### src/rtl/ctrl_types_pkg.sv
// rtl/ctrl_types_pkg.sv - shared controller types: sub-FSM command pulses, delete engine state and error codes
package ctrl_types_pkg;

  typedef struct packed {
    logic done;
    logic error;
  } sub_cmd_t;

  typedef enum logic [2:0] {
    IDLE,
    LOOKUP,
    DELETE,
    FLUSH,
    DONE,
    ERROR
  } del_eng_state_e;

  typedef enum logic [1:0] {
    ERR_NONE,
    ERR_NOT_FOUND,
    ERR_MULTI_HIT,
    ERR_ABORTED
  } del_err_e;

endpackage

### src/rtl/onehot_check.sv
// rtl/onehot_check.sv - one-hot validity flag and binary-to-one-hot decode
module onehot_check #(
  parameter int N     = 16,
  parameter int BIN_W = $clog2(N)
) (
  input  logic [N-1:0]     i_vec,
  output logic             o_is_onehot,
  input  logic [BIN_W-1:0] i_bin,
  output logic [N-1:0]     o_onehot
);

  // Clearing the lowest set bit leaves zero only when exactly one bit was set.
  assign o_is_onehot = (i_vec != '0) && ((i_vec & (i_vec - N'(1))) == '0);
  assign o_onehot    = N'(1) << i_bin;

endmodule

### src/rtl/del_engine_fsm.sv
// rtl/del_engine_fsm.sv - key delete / flush-all sub-FSM driving the memory lookup and delete lines
module del_engine_fsm
  import ctrl_types_pkg::*;
#(
  parameter int NUM_ENTRIES = 16,
  parameter int LOOKUP_LAT  = 1,
  parameter int CNT_W       = $clog2(NUM_ENTRIES + 1)
) (
  input  logic                   clk,
  input  logic                   rst,
  input  logic                   start,
  input  logic                   mode,
  input  logic                   abort,
  input  logic                   hit,
  input  logic [NUM_ENTRIES-1:0] idx_in,
  input  logic [NUM_ENTRIES-1:0] valid_in,
  output logic                   lookup_out,
  output logic                   delete_out,
  output logic [NUM_ENTRIES-1:0] idx_out,
  output logic                   busy,
  output sub_cmd_t               cmd,
  output del_err_e               err_code,
  output logic [CNT_W-1:0]       del_count
);

  localparam int PTR_W = $clog2(NUM_ENTRIES);
  localparam int LAT_W = (LOOKUP_LAT > 1) ? $clog2(LOOKUP_LAT) : 1;
  localparam logic [PTR_W-1:0] LAST_PTR = PTR_W'(NUM_ENTRIES - 1);

  del_eng_state_e           r_state;
  del_eng_state_e           w_next;
  logic [LAT_W-1:0]         r_lat_cnt;
  logic [PTR_W-1:0]         r_ptr;
  logic [NUM_ENTRIES-1:0]   r_idx;
  logic [CNT_W-1:0]         r_del_count;
  del_err_e                 r_err;
  logic                     w_idx_onehot;
  logic [NUM_ENTRIES-1:0]   w_ptr_onehot;
  logic                     w_lat_done;
  logic                     w_flush_del;

  onehot_check #(
    .N     (NUM_ENTRIES),
    .BIN_W (PTR_W)
  ) u_onehot_check (
    .i_vec       (idx_in),
    .o_is_onehot (w_idx_onehot),
    .i_bin       (r_ptr),
    .o_onehot    (w_ptr_onehot)
  );

  assign w_lat_done  = (r_lat_cnt == '0);
  assign w_flush_del = valid_in[r_ptr];

  always_ff @(posedge clk or posedge rst) begin
    if (rst) begin
      r_state <= IDLE;
    end else begin
      r_state <= w_next;
    end
  end

  always_comb begin
    w_next = r_state;
    case (r_state)
      IDLE: begin
        if (start) begin
          w_next = mode ? FLUSH : LOOKUP;
        end
      end
      LOOKUP: begin
        if (abort) begin
          w_next = ERROR;
        end else if (w_lat_done) begin
          w_next = (hit && w_idx_onehot) ? DELETE : ERROR;
        end
      end
      DELETE: w_next = abort ? ERROR : DONE;
      FLUSH: begin
        if (abort) begin
          w_next = ERROR;
        end else if (r_ptr == LAST_PTR) begin
          w_next = DONE;
        end
      end
      DONE:    w_next = IDLE;
      ERROR:   w_next = IDLE;
      default: w_next = IDLE;
    endcase
  end

  // Abort suppresses the memory command lines in the very cycle it is seen.
  always_comb begin
    lookup_out = 1'b0;
    delete_out = 1'b0;
    idx_out    = '0;
    busy       = (r_state != IDLE);
    cmd        = '0;
    case (r_state)
      LOOKUP: lookup_out = !abort;
      DELETE: begin
        delete_out = !abort;
        idx_out    = abort ? '0 : r_idx;
      end
      FLUSH: begin
        delete_out = !abort && w_flush_del;
        idx_out    = (!abort && w_flush_del) ? w_ptr_onehot : '0;
      end
      DONE:    cmd.done  = 1'b1;
      ERROR:   cmd.error = 1'b1;
      default: ;
    endcase
  end

  always_ff @(posedge clk or posedge rst) begin
    if (rst) begin
      r_lat_cnt   <= '0;
      r_ptr       <= '0;
      r_idx       <= '0;
      r_del_count <= '0;
      r_err       <= ERR_NONE;
    end else begin
      case (r_state)
        IDLE: begin
          if (start) begin
            r_lat_cnt   <= LAT_W'(LOOKUP_LAT - 1);
            r_ptr       <= '0;
            r_del_count <= '0;
            r_err       <= ERR_NONE;
          end
        end
        LOOKUP: begin
          if (abort) begin
            r_err <= ERR_ABORTED;
          end else if (w_lat_done) begin
            if (!hit) begin
              r_err <= ERR_NOT_FOUND;
            end else if (!w_idx_onehot) begin
              r_err <= ERR_MULTI_HIT;
            end else begin
              r_idx <= idx_in;
            end
          end else begin
            r_lat_cnt <= r_lat_cnt - LAT_W'(1);
          end
        end
        DELETE: begin
          if (abort) begin
            r_err <= ERR_ABORTED;
          end else begin
            r_del_count <= CNT_W'(1);
          end
        end
        FLUSH: begin
          if (abort) begin
            r_err <= ERR_ABORTED;
          end else begin
            if (w_flush_del) begin
              r_del_count <= r_del_count + CNT_W'(1);
            end
            if (r_ptr != LAST_PTR) begin
              r_ptr <= r_ptr + PTR_W'(1);
            end
          end
        end
        default: ;
      endcase
    end
  end

  assign err_code  = r_err;
  assign del_count = r_del_count;

endmodule

### config.mk
export PLATFORM = sky130hd
export DESIGN_NAME = del_engine_fsm
export DESIGN_NICKNAME = d
export VERILOG_FILES = /design/src/rtl/ctrl_types_pkg.sv /design/src/rtl/onehot_check.sv /design/src/rtl/del_engine_fsm.sv
export SDC_FILE = /design/constraint.sdc
export NUM_CORES = 1
export LEC_CHECK = 0
export ABC_CLOCK_PERIOD_IN_PS = 4100
export CAP_MARGIN = 10
export CORE_MARGIN = 5
export CORE_UTILIZATION = 45
export CTS_CLUSTER_SIZE = 8
export DETAILED_ROUTE_END_ITERATION = 10
export PLACE_DENSITY = 0.78
export SLEW_MARGIN = 15
export SYNTH_ARGS = -nofsm -noshare
export SYNTH_HDL_FRONTEND = slang
export SYNTH_SLANG_ARGS = --single-unit
### constraint.sdc
create_clock -name clk -period 4.1 [get_ports clk]
set_clock_uncertainty 0.05 [all_clocks]
set_input_delay 0.82 -clock clk [delete_from_list [all_inputs] [get_ports clk]]
set_output_delay 0.82 -clock clk [all_outputs]
set_load 0.01 [all_outputs]
# Word level (Yosys, flattened, before mapping)
# Index checks and enable logic that the tools add are counted.
totals:
  reg_bits: 31
  inputBits: 38
  wordCells: 89
classes:
  addsub: 4
  n_lt_le_gt_ge: 1
  n_eq_ne: 17
  n_shift: 1
  n_mux: 38
  n_bitwise: 3
  n_reduce_logical: 19
op_table:
  columns: ["cell", "n"]
  rows:
  - ["16-bit two-way mux", 2]
  - ["16-bit case mux with 2 select lines", 1]
  - ["5-bit two-way mux", 4]
  - ["3-bit two-way mux", 6]
  - ["16-bit bitwise AND", 1]
  - ["16-bit zero test", 1]
  - ["16-bit nonzero test", 1]
  - ["1-bit by 4-bit << shifter with 16-bit output (first input constant)", 1]
  - ["16-bit by 1-bit subtractor with 16-bit output (second input constant)", 1]
  - ["5-bit case mux with 3 select lines", 1]
  - ["5-bit AND reduction", 3]
  - ["2-bit two-way mux", 7]
  - ["4-bit two-way mux", 3]
  - ["2-bit != test (second input constant)", 6]
  - ["3-bit case mux with 4 select lines", 1]
  - ["3-bit nonzero test", 3]
  - ["1-bit two-way mux", 8]
  - ["4-bit != test (second input constant)", 2]
  - ["4-bit case mux with 2 select lines", 1]
  - ["3-bit by 2-bit equality test with 1-bit output (second input constant)", 2]
  - ["3-bit equality test (second input constant)", 2]
  - ["3-bit != test (second input constant)", 2]
  - ["2-bit case mux with 3 select lines", 1]
  - ["3-bit AND reduction", 2]
  - ["other kinds (16)", 21]

# Depth between registers and ports, before layout
depth:
  ltp_word: 9
  depth_mapped: 8
  depth_no_buf: 6

# By module
# From an unflattened synthesis, not the netlist that was laid out.
hier_totals:
  hier_cells: 203
  hier_area_um2: 2079.5
by_module_without_submodules:
  columns: ["mod", "instances", "cells_per_inst", "area_per_inst_um2"]
  rows:
  - ["del_engine_fsm", 1, 157, 1767.9]
  - ["onehot_check", 1, 46, 311.5]

# Worst setup path before layout
# Ideal clock, no wire load.
synth_path:
  path_type: "input -> output"
  start: "input valid_in[15]"
  end: "output idx_out[0]"
  arrival_ns: 2.532
  setup_slack_ns: 0.698
  cell_stages: 6
  n_path_buf: 1
  path_cell_list: "mux4_2 > mux4_2 > and2_1 > nor2b_1 > buf_2 > a32o_1"
synth_between:
  elab_chain_len: 5
synth_rtl:
  columns: ["element", "line", "rtl"]
  rows:
  - ["from (decl)", "del_engine_fsm.sv:16", "input logic [NUM_ENTRIES-1:0] valid_in,"]
  - ["1-bit binary-select mux with 4-bit select", "del_engine_fsm.sv:53", "assign w_flush_del = valid_in[r_ptr];"]
  - ["1-bit two-way mux (implied by the code)", "del_engine_fsm.sv:53", null]
  - ["1-bit logical AND", "del_engine_fsm.sv:107", "idx_out = (!abort && w_flush_del) ? w_ptr_onehot : '0;"]
  - ["16-bit two-way mux", "del_engine_fsm.sv:107", null]
  - ["16-bit case mux with 2 select lines", "del_engine_fsm.sv:99", "case (r_state)"]
  - ["to (decl)", "del_engine_fsm.sv:19", "output logic [NUM_ENTRIES-1:0] idx_out,"]
# Every way passes these cells. The select of a mux whose other input is x is not followed.

# Final worst setup path
layout_path:
  start: "input valid_in[11]"
  end: "output idx_out[1]"
# The elaborated chain is that of the path after synthesis.

==> results.json <==
{
  "path_common_cell": "mux4_2",
  "antenna_cells": 0,
  "wl_per_cell_um": 17.62,
  "p_int_mw": 0.6591,
  "cpPeakStageDelay_ps": 510,
  "hold_path_depth": 1,
  "met1_usage_pct": 26.28,
  "clkTransAtPathRegs_ps": 60,
  "holdCritStartpoint": "r_idx[8]",
  "ant_nets": 0,
  "reg2reg_slack_ps": 1510,
  "hold_end": "r_idx[8]",
  "drcViolationCount": 0,
  "netlist_instances": 205,
  "cts_tree": "yes",
  "drv_slew": 0,
  "period_minus_slack_ps": 4056,
  "antenna_found_initial": 0,
  "status": "finished clean",
  "grt_pass1_wl_um": 9694,
  "critPathCaptureType": "output pin",
  "cts_buffer_depth": 2,
  "yosysMostFrequentCell": "dfrtp_1",
  "reg2regPathDepth": 7,
  "relSlewSlack_pct": 39.42,
  "dp.cells": 322,
  "setup_viol": 0,
  "gp_congestion": 0.8918,
  "yosys_warnings": 0,
  "p_switching_mw": 0.3790,
  "nets": 322,
  "grt_pass1_vias": 1914,
  "synth.distinct_cells": 42,
  "crit_chain": "clkdlybuf4s50_1, mux4_2, mux4_2, and2_1, nor2b_2, a32o_1, dlygate4sd2_1",
  "switching_share_pct": 36.51,
  "die_area_um2": 6013,
  "dp_slack_ps": -188.0,
  "grt-busiest-layer": "met2",
  "async_reset_ff_share_pct": 100.0,
  "grt_usage_pct": 20.34,
  "vias": 1929,
  "fmax_ghz": 0.2465,
  "yosys.area.top_type_share_pct": 36.56,
  "synth_area_leader_cell": "dfrtp_1",
  "cts_buffers": 5,
  "yosysSeqAreaShare_pct": 36.56,
  "finalNonFillerCells": 329,
  "final.setup.worst_slack_ps": 43.57,
  "hold_path_class": "reg2reg",
  "dp_hpwl_um": 4482,
  "synth-edff-count": 0,
  "rr_endpoint": "del_count[4]",
  "synthTopCellsByArea": "dfrtp_1, mux2_4, mux4_2",
  "syn-cell-area_um2": 2053,
  "startpoint": "valid_in[11]",
  "dpl_cell_area_um2": 2773,
  "grt_use_met3_pct": 6.250,
  "dr.pass1.iters": 4,
  "fin_area_um2": 2838,
  "ios": 66,
  "rsz0062_at_grt": "false",
  "row_count": 24,
  "worst_pin_slew_ps": 907.7,
  "start_util_pct": 46.83,
  "cp-start-kind": "input port",
  "wl_um": 5797,
  "htreeDepth": 2,
  "clock-sinks": 30,
  "power_frac_seq_pct": 37.0,
  "total_power_mw": 1.038,
  "drive_gt1_share_pct": 15.16,
  "slowest_stage": "mux4_2",
  "syn_nets": 250,
  "drtIter0Drc": 198,
  "required_ps": 3230,
  "p_comb_share_pct": 41.2,
  "area_growth_pct": 38.21,
  "hold_viol_final": 0,
  "use_met2_pct": 31.99,
  "tns_ps": 0,
  "synth_common_cells": "dfrtp_1, nor2_1, nand3_1",
  "viasPerCell": 5.863,
  "max-vdd-ir-drop_v": 0.0002202,
  "ys_seq_elements": 30,
  "worstPathMaxFanout": 8,
  "core_area_um2": 4384,
  "crit_type": "in2out",
  "crit-reg2reg-launch": "r_ptr[0]",
  "drv_cap": 0,
  "io_buffers": 65,
  "power_density_nw_per_um2": 365.8,
  "synthFlopType": "dfrtp_1",
  "crit_arrival_ps": 3190,
  "fin_crit_sh_pct": 98.94,
  "grt_max_degree": 24,
  "grt_overflow": 0,
  "die_w_um": 77.55,
  "pwr-share-clk_pct": 21.7,
  "die_y_um": 77.55,
  "leakagePower_nw": 1.274,
  "avgSynthCellArea_um2": 10.02,
  "cts-root-buf": "clkbuf_8",
  "clkLatencyLatePin_ps": 290
}
power groups by stage:
stage / sequential, mW / clock, mW / combinational (mW)
floorplan: 0.371 / 0 / 0.264
CTS: 0.383 / 0.230 / 0.429
detailed placement: 0.389 / 0 / 0.427
finish: 0.385 / 0.225 / 0.428
global route: 0.392 / 0.247 / 0.475
global placement: 0.388 / 0 / 0.422
cell type report:
cell class / count / area, µm²
repair buffers: 75 / 711.9
inverters: 10 / 37.54
clock buffers: 7 / 76.32
well taps: 52 / 65.06
fillers: 365 / 1546
multi-input cells: 155 / 1196
flip-flops and latches: 30 / 750.7
worst max path at each step:
stage / cells after the start / end / slack [ps]
6_report: 7 / idx_out[1] / 40
5_1_grt: 7 / idx_out[0] / 2
4_1_cts: 7 / idx_out[0] / 40
3_5_place_dp: 7 / idx_out[0] / -190
3_3_place_gp: 7 / idx_out[2] / -110
2_1_floorplan: 6 / idx_out[0] / 700
worst max-delay path, delay by kind of cell:
kind	cells	cell delay, ps
muxes	2	1000
buffers and inverters	2	690
and+or+nand+nor	2	380
AOI/OAI and AO/OA	1	290
logic make-up after synthesis:
group | count (synthesis) | synth area share (%)
buffers and inverters | 20 | 5.302
multiplexers | 21 | 15.91
adder cells (fa/ha/maj) | 9 | 5.241
flip-flops | 30 | 36.56
XOR/XNOR | 4 | 1.706
AO/OA/AOI/OAI | 45 | 17.12
AND/OR/NAND/NOR | 76 | 18.16
per-layer routing:
metal	vias to the layer above	part of all wire, %
li1	910	-
met1	935	44
met2	75	47
met3	9	6.9
met4	0	2.0
met5	-	0
sequential cells by signal, summed over array words and instances (netlist names):
register / flops
del_count: 5
err_code: 2
r_idx: 16
r_ptr: 4
r_state: 3
timing repair:
action	CTS	global route
setup buffers	0	0
gates resized for setup	12	0
hold buffers	0	0
endpoints found under the setup margin	11	0
hold endpoints to repair	0	0
cells in the final DEF (no fill, tap or decap), types with 5 or more instances in the layout:
master / count
mux2_4: 9
nor2_1: 23
dlygate4sd2_1: 11
a22oi_1: 6
a21oi_1: 5
ha_1: 7
buf_4: 10
nand2_1: 8
mux4_2: 5
clkbuf_8: 5
nor3_1: 8
o21ai_0: 9
inv_1: 10
clkdlybuf4s50_1: 54
a32o_1: 9
mux2_2: 7
nand3_1: 14
dfrtp_1: 30
metrics by stage:
step	util [%]	hold WS, ps
floorplan	-	429.7
global placement	63.24	441.1
detailed placement	63.24	443.0
CTS	64.73	463.0
global route	64.73	483.4
finish	64.73	462.4
No activity file was read; power rests on OpenSTA's default activity.
